--- src/rtl/huff_pkg.sv ---
// Shared types and constants for the 3-symbol Huffman decoder.
// Word tags, table entry layout and the load/decode FSM states.
package huff_pkg;

  localparam int NSYM   = 3;
  localparam int MAXLEN = 3;

  localparam logic [2:0] TAG_CHAR = 3'b011;
  localparam logic [1:0] TAG_CODE = 2'b00;
  localparam logic [1:0] LAST_IDX = 2'(NSYM - 1);
  localparam logic [1:0] LEN_MAX  = 2'(MAXLEN);

  typedef enum logic [1:0] {
    S_LD_CHAR,
    S_LD_CODE,
    S_DECODE
  } state_t;

  typedef struct packed {
    logic [4:0] ch;
    logic [2:0] mask;
    logic [2:0] value;
    logic [1:0] len;
    logic       valid;
  } huff_entry_t;

  // Code length for a contiguous low-aligned mask; 0 flags an unusable mask.
  function automatic logic [1:0] mask_len(input logic [2:0] m);
    case (m)
      3'b001:  mask_len = 2'd1;
      3'b011:  mask_len = 2'd2;
      3'b111:  mask_len = 2'd3;
      default: mask_len = 2'd0;
    endcase
  endfunction

endpackage

--- src/rtl/huff_code_match.sv ---
// Combinational table lookup: first valid entry (index order) whose
// length and masked value agree with the shift register contents.
module huff_code_match
  import huff_pkg::*;
(
  input  huff_entry_t [NSYM-1:0] tbl_i,
  input  logic [2:0]             shreg_i,
  input  logic [1:0]             len_i,
  output logic                   hit_o,
  output logic [4:0]             hit_char_o
);

  always_comb begin
    logic found;
    found      = 1'b0;
    hit_char_o = '0;
    for (int unsigned k = 0; k < NSYM; k++) begin
      if (!found && tbl_i[k].valid && (tbl_i[k].len == len_i) &&
          ((tbl_i[k].value & tbl_i[k].mask) == (shreg_i & tbl_i[k].mask))) begin
        found      = 1'b1;
        hit_char_o = tbl_i[k].ch;
      end
    end
    hit_o = found;
  end

endmodule

--- src/rtl/huff_decoder.sv ---
// Serial Huffman decoder: loads a 3-entry code table from encoder-format
// word pairs, then turns strobed code bits back into 5-bit characters.
module huff_decoder
  import huff_pkg::*;
(
  input  logic        clk,
  input  logic        reset,
  input  logic [11:0] io_in,
  output logic [11:0] io_out
);

  state_t                state_q;
  huff_entry_t [NSYM-1:0] tbl_q;
  logic [1:0]            idx_q;
  logic [2:0]            shreg_q, shreg_d;
  logic [1:0]            len_q, len_d;
  logic [4:0]            char_q;
  logic                  char_valid_q;
  logic                  error_q;
  logic                  ready_q;

  logic       strobe, mode, restart;
  logic       char_word_ok, code_word_ok;
  logic [1:0] code_len;
  logic       hit;
  logic [4:0] hit_char;
  logic       unused_done;

  assign strobe       = io_in[11];
  assign mode         = io_in[10];
  assign restart      = io_in[9];
  assign unused_done  = io_in[8];
  assign char_word_ok = !mode && (io_in[7:5] == TAG_CHAR);
  assign code_word_ok = !mode && (io_in[7:6] == TAG_CODE);
  assign code_len     = mask_len(io_in[5:3]);

  // The matcher sees the register contents as they would be after this bit.
  always_comb begin
    shreg_d = {shreg_q[1:0], io_in[0]};
    len_d   = len_q + 2'd1;
  end

  huff_code_match u_match (
    .tbl_i      (tbl_q),
    .shreg_i    (shreg_d),
    .len_i      (len_d),
    .hit_o      (hit),
    .hit_char_o (hit_char)
  );

  always_ff @(posedge clk or negedge reset) begin
    if (!reset) begin
      state_q      <= S_LD_CHAR;
      tbl_q        <= '0;
      idx_q        <= '0;
      shreg_q      <= '0;
      len_q        <= '0;
      char_q       <= '0;
      char_valid_q <= 1'b0;
      error_q      <= 1'b0;
      ready_q      <= 1'b0;
    end else begin
      char_valid_q <= 1'b0;
      if (strobe && restart) begin
        state_q <= S_LD_CHAR;
        idx_q   <= '0;
        shreg_q <= '0;
        len_q   <= '0;
        error_q <= 1'b0;
        ready_q <= 1'b0;
        for (int unsigned k = 0; k < NSYM; k++) tbl_q[k].valid <= 1'b0;
      end else if (strobe) begin
        case (state_q)
          S_LD_CHAR: begin
            if (char_word_ok) begin
              tbl_q[idx_q].ch <= io_in[4:0];
              state_q         <= S_LD_CODE;
            end else begin
              error_q <= 1'b1;
            end
          end
          S_LD_CODE: begin
            if (code_word_ok) begin
              tbl_q[idx_q].mask  <= io_in[5:3];
              tbl_q[idx_q].value <= io_in[2:0];
              tbl_q[idx_q].len   <= code_len;
              tbl_q[idx_q].valid <= (code_len != 2'd0);
              if (code_len == 2'd0) error_q <= 1'b1;
              idx_q <= idx_q + 2'd1;
              if (idx_q == LAST_IDX) begin
                state_q <= S_DECODE;
                ready_q <= 1'b1;
              end else begin
                state_q <= S_LD_CHAR;
              end
            end else begin
              error_q <= 1'b1;
            end
          end
          S_DECODE: begin
            if (mode) begin
              if (hit) begin
                char_q       <= hit_char;
                char_valid_q <= 1'b1;
                shreg_q      <= '0;
                len_q        <= '0;
              end else if (len_d == LEN_MAX) begin
                error_q <= 1'b1;
                shreg_q <= '0;
                len_q   <= '0;
              end else begin
                shreg_q <= shreg_d;
                len_q   <= len_d;
              end
            end
          end
          default: state_q <= S_LD_CHAR;
        endcase
      end
    end
  end

  assign io_out = {idx_q, len_q, ready_q, error_q, char_valid_q, char_q};

endmodule

--- config.mk ---
export PLATFORM = sky130hd
export DESIGN_NAME = huff_decoder
export DESIGN_NICKNAME = d
export VERILOG_FILES = /design/src/rtl/huff_pkg.sv /design/src/rtl/huff_code_match.sv /design/src/rtl/huff_decoder.sv
export SDC_FILE = /design/constraint.sdc
export NUM_CORES = 1
export LEC_CHECK = 0
export ABC_AREA = 1
export CAP_MARGIN = 30
export CORE_MARGIN = 2
export CORE_UTILIZATION = 55
export CTS_CLUSTER_SIZE = 25
export DETAILED_ROUTE_END_ITERATION = 10
export PLACE_DENSITY_LB_ADDON = 0.15
export SYNTH_ARGS = -nofsm -noshare
export SYNTH_HDL_FRONTEND = slang
export SYNTH_SLANG_ARGS = --single-unit
--- constraint.sdc ---
create_clock -name clk -period 2.2 [get_ports clk]
set_input_delay 0.44 -clock clk [delete_from_list [all_inputs] [get_ports clk]]
set_output_delay 0.44 -clock clk [all_outputs]
set_load 0.005 [all_outputs]
==> flow_summary.json <==
{
  "power_w": 0.004013,
  "dp_hpwl_um": 5010,
  "synth_top_area_frac": 0.4740,
  "p_switching_w": 0.001283,
  "worstMarginPinSlew_ns": 0.5482,
  "area_delta_synth_final_pct": 22.89,
  "crit_path_start_kind": "flop",
  "status": "complete, no violations",
  "end_kind": "flop",
  "drt-initial-drc-count": 149,
  "synth_common_cells": "nand2_1, dfrtp_1, inv_1",
  "hold-worst-slack_ns": 0.08459,
  "max-clock-path-buffers": 2,
  "drtAntennaViolNets": 0,
  "fin_crit_ns": 2.000,
  "wl_um": 6907,
  "syn_inst": 375,
  "leakage_nw": 1.835,
  "synth_edf_count": 0,
  "grt_pass1_wl_um": 12110,
  "grt_overflow": 0,
  "critPathKind": "reg2reg",
  "ios": 26,
  "syn_nets": 395,
  "post_cts_buffers": 0,
  "io_buffer_count": 24,
  "crit_required_ns": 2.43,
  "synth_top_area_cell": "dfrtp_1",
  "avgSynthCellArea_sq_um": 8.164,
  "first_pass_iters": 4,
  "fmax_mhz": 500.0,
  "synth_area_leaders": "dfrtp_1, nand2_1, nand3_1",
  "wire_per_inst_um": 13.90,
  "remaining_drc_errors": 0,
  "drive_gt1_frac": 0.1694,
  "initial_core_util": 0.5629,
  "ctsResizeCount": 0,
  "seq_power_share": 0.407,
  "cts_sinks": 58,
  "die-area_sq_um": 6180,
  "fill_cells": 452,
  "worstSetupStartpoint": "len_q[0]",
  "holdCritPathClass": "in2async",
  "dp_cells": 481,
  "fin_crit_sh": 0.9091,
  "synthFlopType": "dfrtp_1",
  "grt_usage": 0.2576,
  "use_met3": 0.04253,
  "rsz0062_at_grt": "no",
  "via_count": 2595,
  "syn_area_sq_um": 3062,
  "use_met2": 0.4017,
  "gp_congestion": 0.8517,
  "tritoncts": "done",
  "yosysSeqAreaShare": 0.4740,
  "p_sw_frac": 0.3198,
  "grt_max_degree": 38,
  "htree_levels": 3,
  "synth_seq_cells": 58,
  "layout.cells.non_filler": 497,
  "antenna_found_initial": 0,
  "diodes": 0,
  "vias_per_cell": 5.221,
  "r2r_end": "char_q[3]",
  "hold_viol_final": 0,
  "gr-max-usage-layer": "met2",
  "p_clk_frac": 0.330,
  "grtUsageMet1": 0.3555,
  "root_buffer": "clkbuf_8",
  "die_w_um": 78.61,
  "nNetsFinal": 440,
  "yosys_warnings": 0,
  "postCtsHoldBufs": 0,
  "slew_violations": 0,
  "ys_types": 33,
  "max-slew-margin-rel": 0.6346,
  "first_global_vias": 2519,
  "finalSetupTns_ns": 0,
  "insertion_delay_ns": 0.34,
  "core_sq_um": 5439,
  "r2r-start": "len_q[0]",
  "crit_arrival_ns": 2.23,
  "cts_made_buffers": 9,
  "combPwrFrac": 0.263,
  "finClkSkew_ns": 0.004452,
  "r2r_cells": 12,
  "maxCapViolations": 0,
  "ys_async_sr_fraction": 1.000,
  "worst-path-max-fanout": 7,
  "setup_violations": 0,
  "rows": 27,
  "ff2ff_setup_slack_ns": 0.20,
  "p_per_area_nw_per_um2": 1067,
  "yosysMostFrequentCell": "nand2_1",
  "power.internal_w": 0.002730,
  "vdd_drop_max_uv": 586.9,
  "die_y_um": 78.61,
  "path_clk_slew_ns": 0.06
}
## cell type report
| cell class | count | area, sq um | share of cell area |
|---|---|---|---|
| clock inverter | 5 | 125.1 | 0.03326 |
| timing repair buffer | 43 | 415.4 | 0.1104 |
| multi-input combinational | 266 | 1380 | 0.3668 |
| sequential | 58 | 1451 | 0.3858 |
| tap | 72 | 90.09 | 0.02394 |
| clock buffer | 11 | 141.4 | 0.03758 |
| inverter | 42 | 158.9 | 0.04223 |
## stage by stage
| step | util | setup slack, ns | area (sq um) |
|---|---|---|---|
| after floorplan | - | 0.4139 | 3062 |
| after global placement | 0.6427 | 0.04949 | 3496 |
| after detailed placement | 0.6427 | 0.007359 | 3496 |
| after CTS | 0.6917 | 0.1851 | 3762 |
| after global routing | 0.6917 | 0.0003535 | 3762 |
| final | 0.6917 | 0.1999 | 3762 |
## state kept, by name, indices dropped and copies added (netlist names)
signal,cells
shreg_q,2
char_valid_q,1
idx_q,2
len_q,2
error_q,1
state_q,2
ready_q,1
tbl_q,42
char_q,5
## placed cells by master (no fill, tap or decap), types with 2 or more instances in the layout
cell,count
nand3_2,3
o21ai_0,26
nand3_1,39
buf_12,3
clkbuf_8,10
buf_4,16
a31oi_1,2
clkinv_2,2
clkdlybuf4s50_1,23
nor2_1,27
a21oi_1,8
bufinv_16,4
nor3_1,5
ha_1,6
nor2_4,2
nand4_1,7
inv_1,40
nand2_1,103
dfrtp_1,58
nand3b_1,2
nand2_2,8
o21ai_1,2
o21ai_2,16
## metal layers
layer / routed length, um / vias to the layer above
li1: - / 1321
met1: 3311 / 1207
met2: 3193 / 56
met3: 282 / 11
met4: 120 / 0
met5: 0 / -
## critical path, stage by stage (launching register included)
cell	delay, ns
dfrtp_1	0.35
inv_1	0.10
ha_1	0.35
inv_1	0.09
nand2_1	0.06
nand2_1	0.09
nor2_1	0.11
nand3_1	0.11
buf_4	0.18
nand3_1	0.16
nand3_1	0.13
nand3_1	0.11
nand2_1	0.06
## power by group through the flow
stage               registers (W)  logic, W  clock network [W]
floorplan                 0.00159  0.000763                  0
global placement          0.00164   0.00101                  0
detailed placement        0.00165   0.00105                  0
CTS                       0.00163   0.00107            0.00134
global route              0.00168   0.00123            0.00139
finish                    0.00164   0.00105            0.00132
## kinds of logic after synthesis
| logic type | count (synthesis) | synth area share |
|---|---|---|
| simple gates | 203 | 0.3085 |
| flops | 58 | 0.4740 |
| compound gates | 57 | 0.1177 |
| buf+inv | 51 | 0.07519 |
| fa+ha+maj | 6 | 0.02452 |
## worst max-delay path by stage
stage	slack [ns]	to	cells past startpoint
6_report	0.20	char_q[3]	12
5_1_grt	0.0004	char_q[2]	12
4_1_cts	0.19	char_q[3]	12
3_5_place_dp	0.007	char_q[2]	11
3_3_place_gp	0.05	char_q[4]	11
2_1_floorplan	0.41	char_q[0]	12
(Power assumes the default switching activity.)
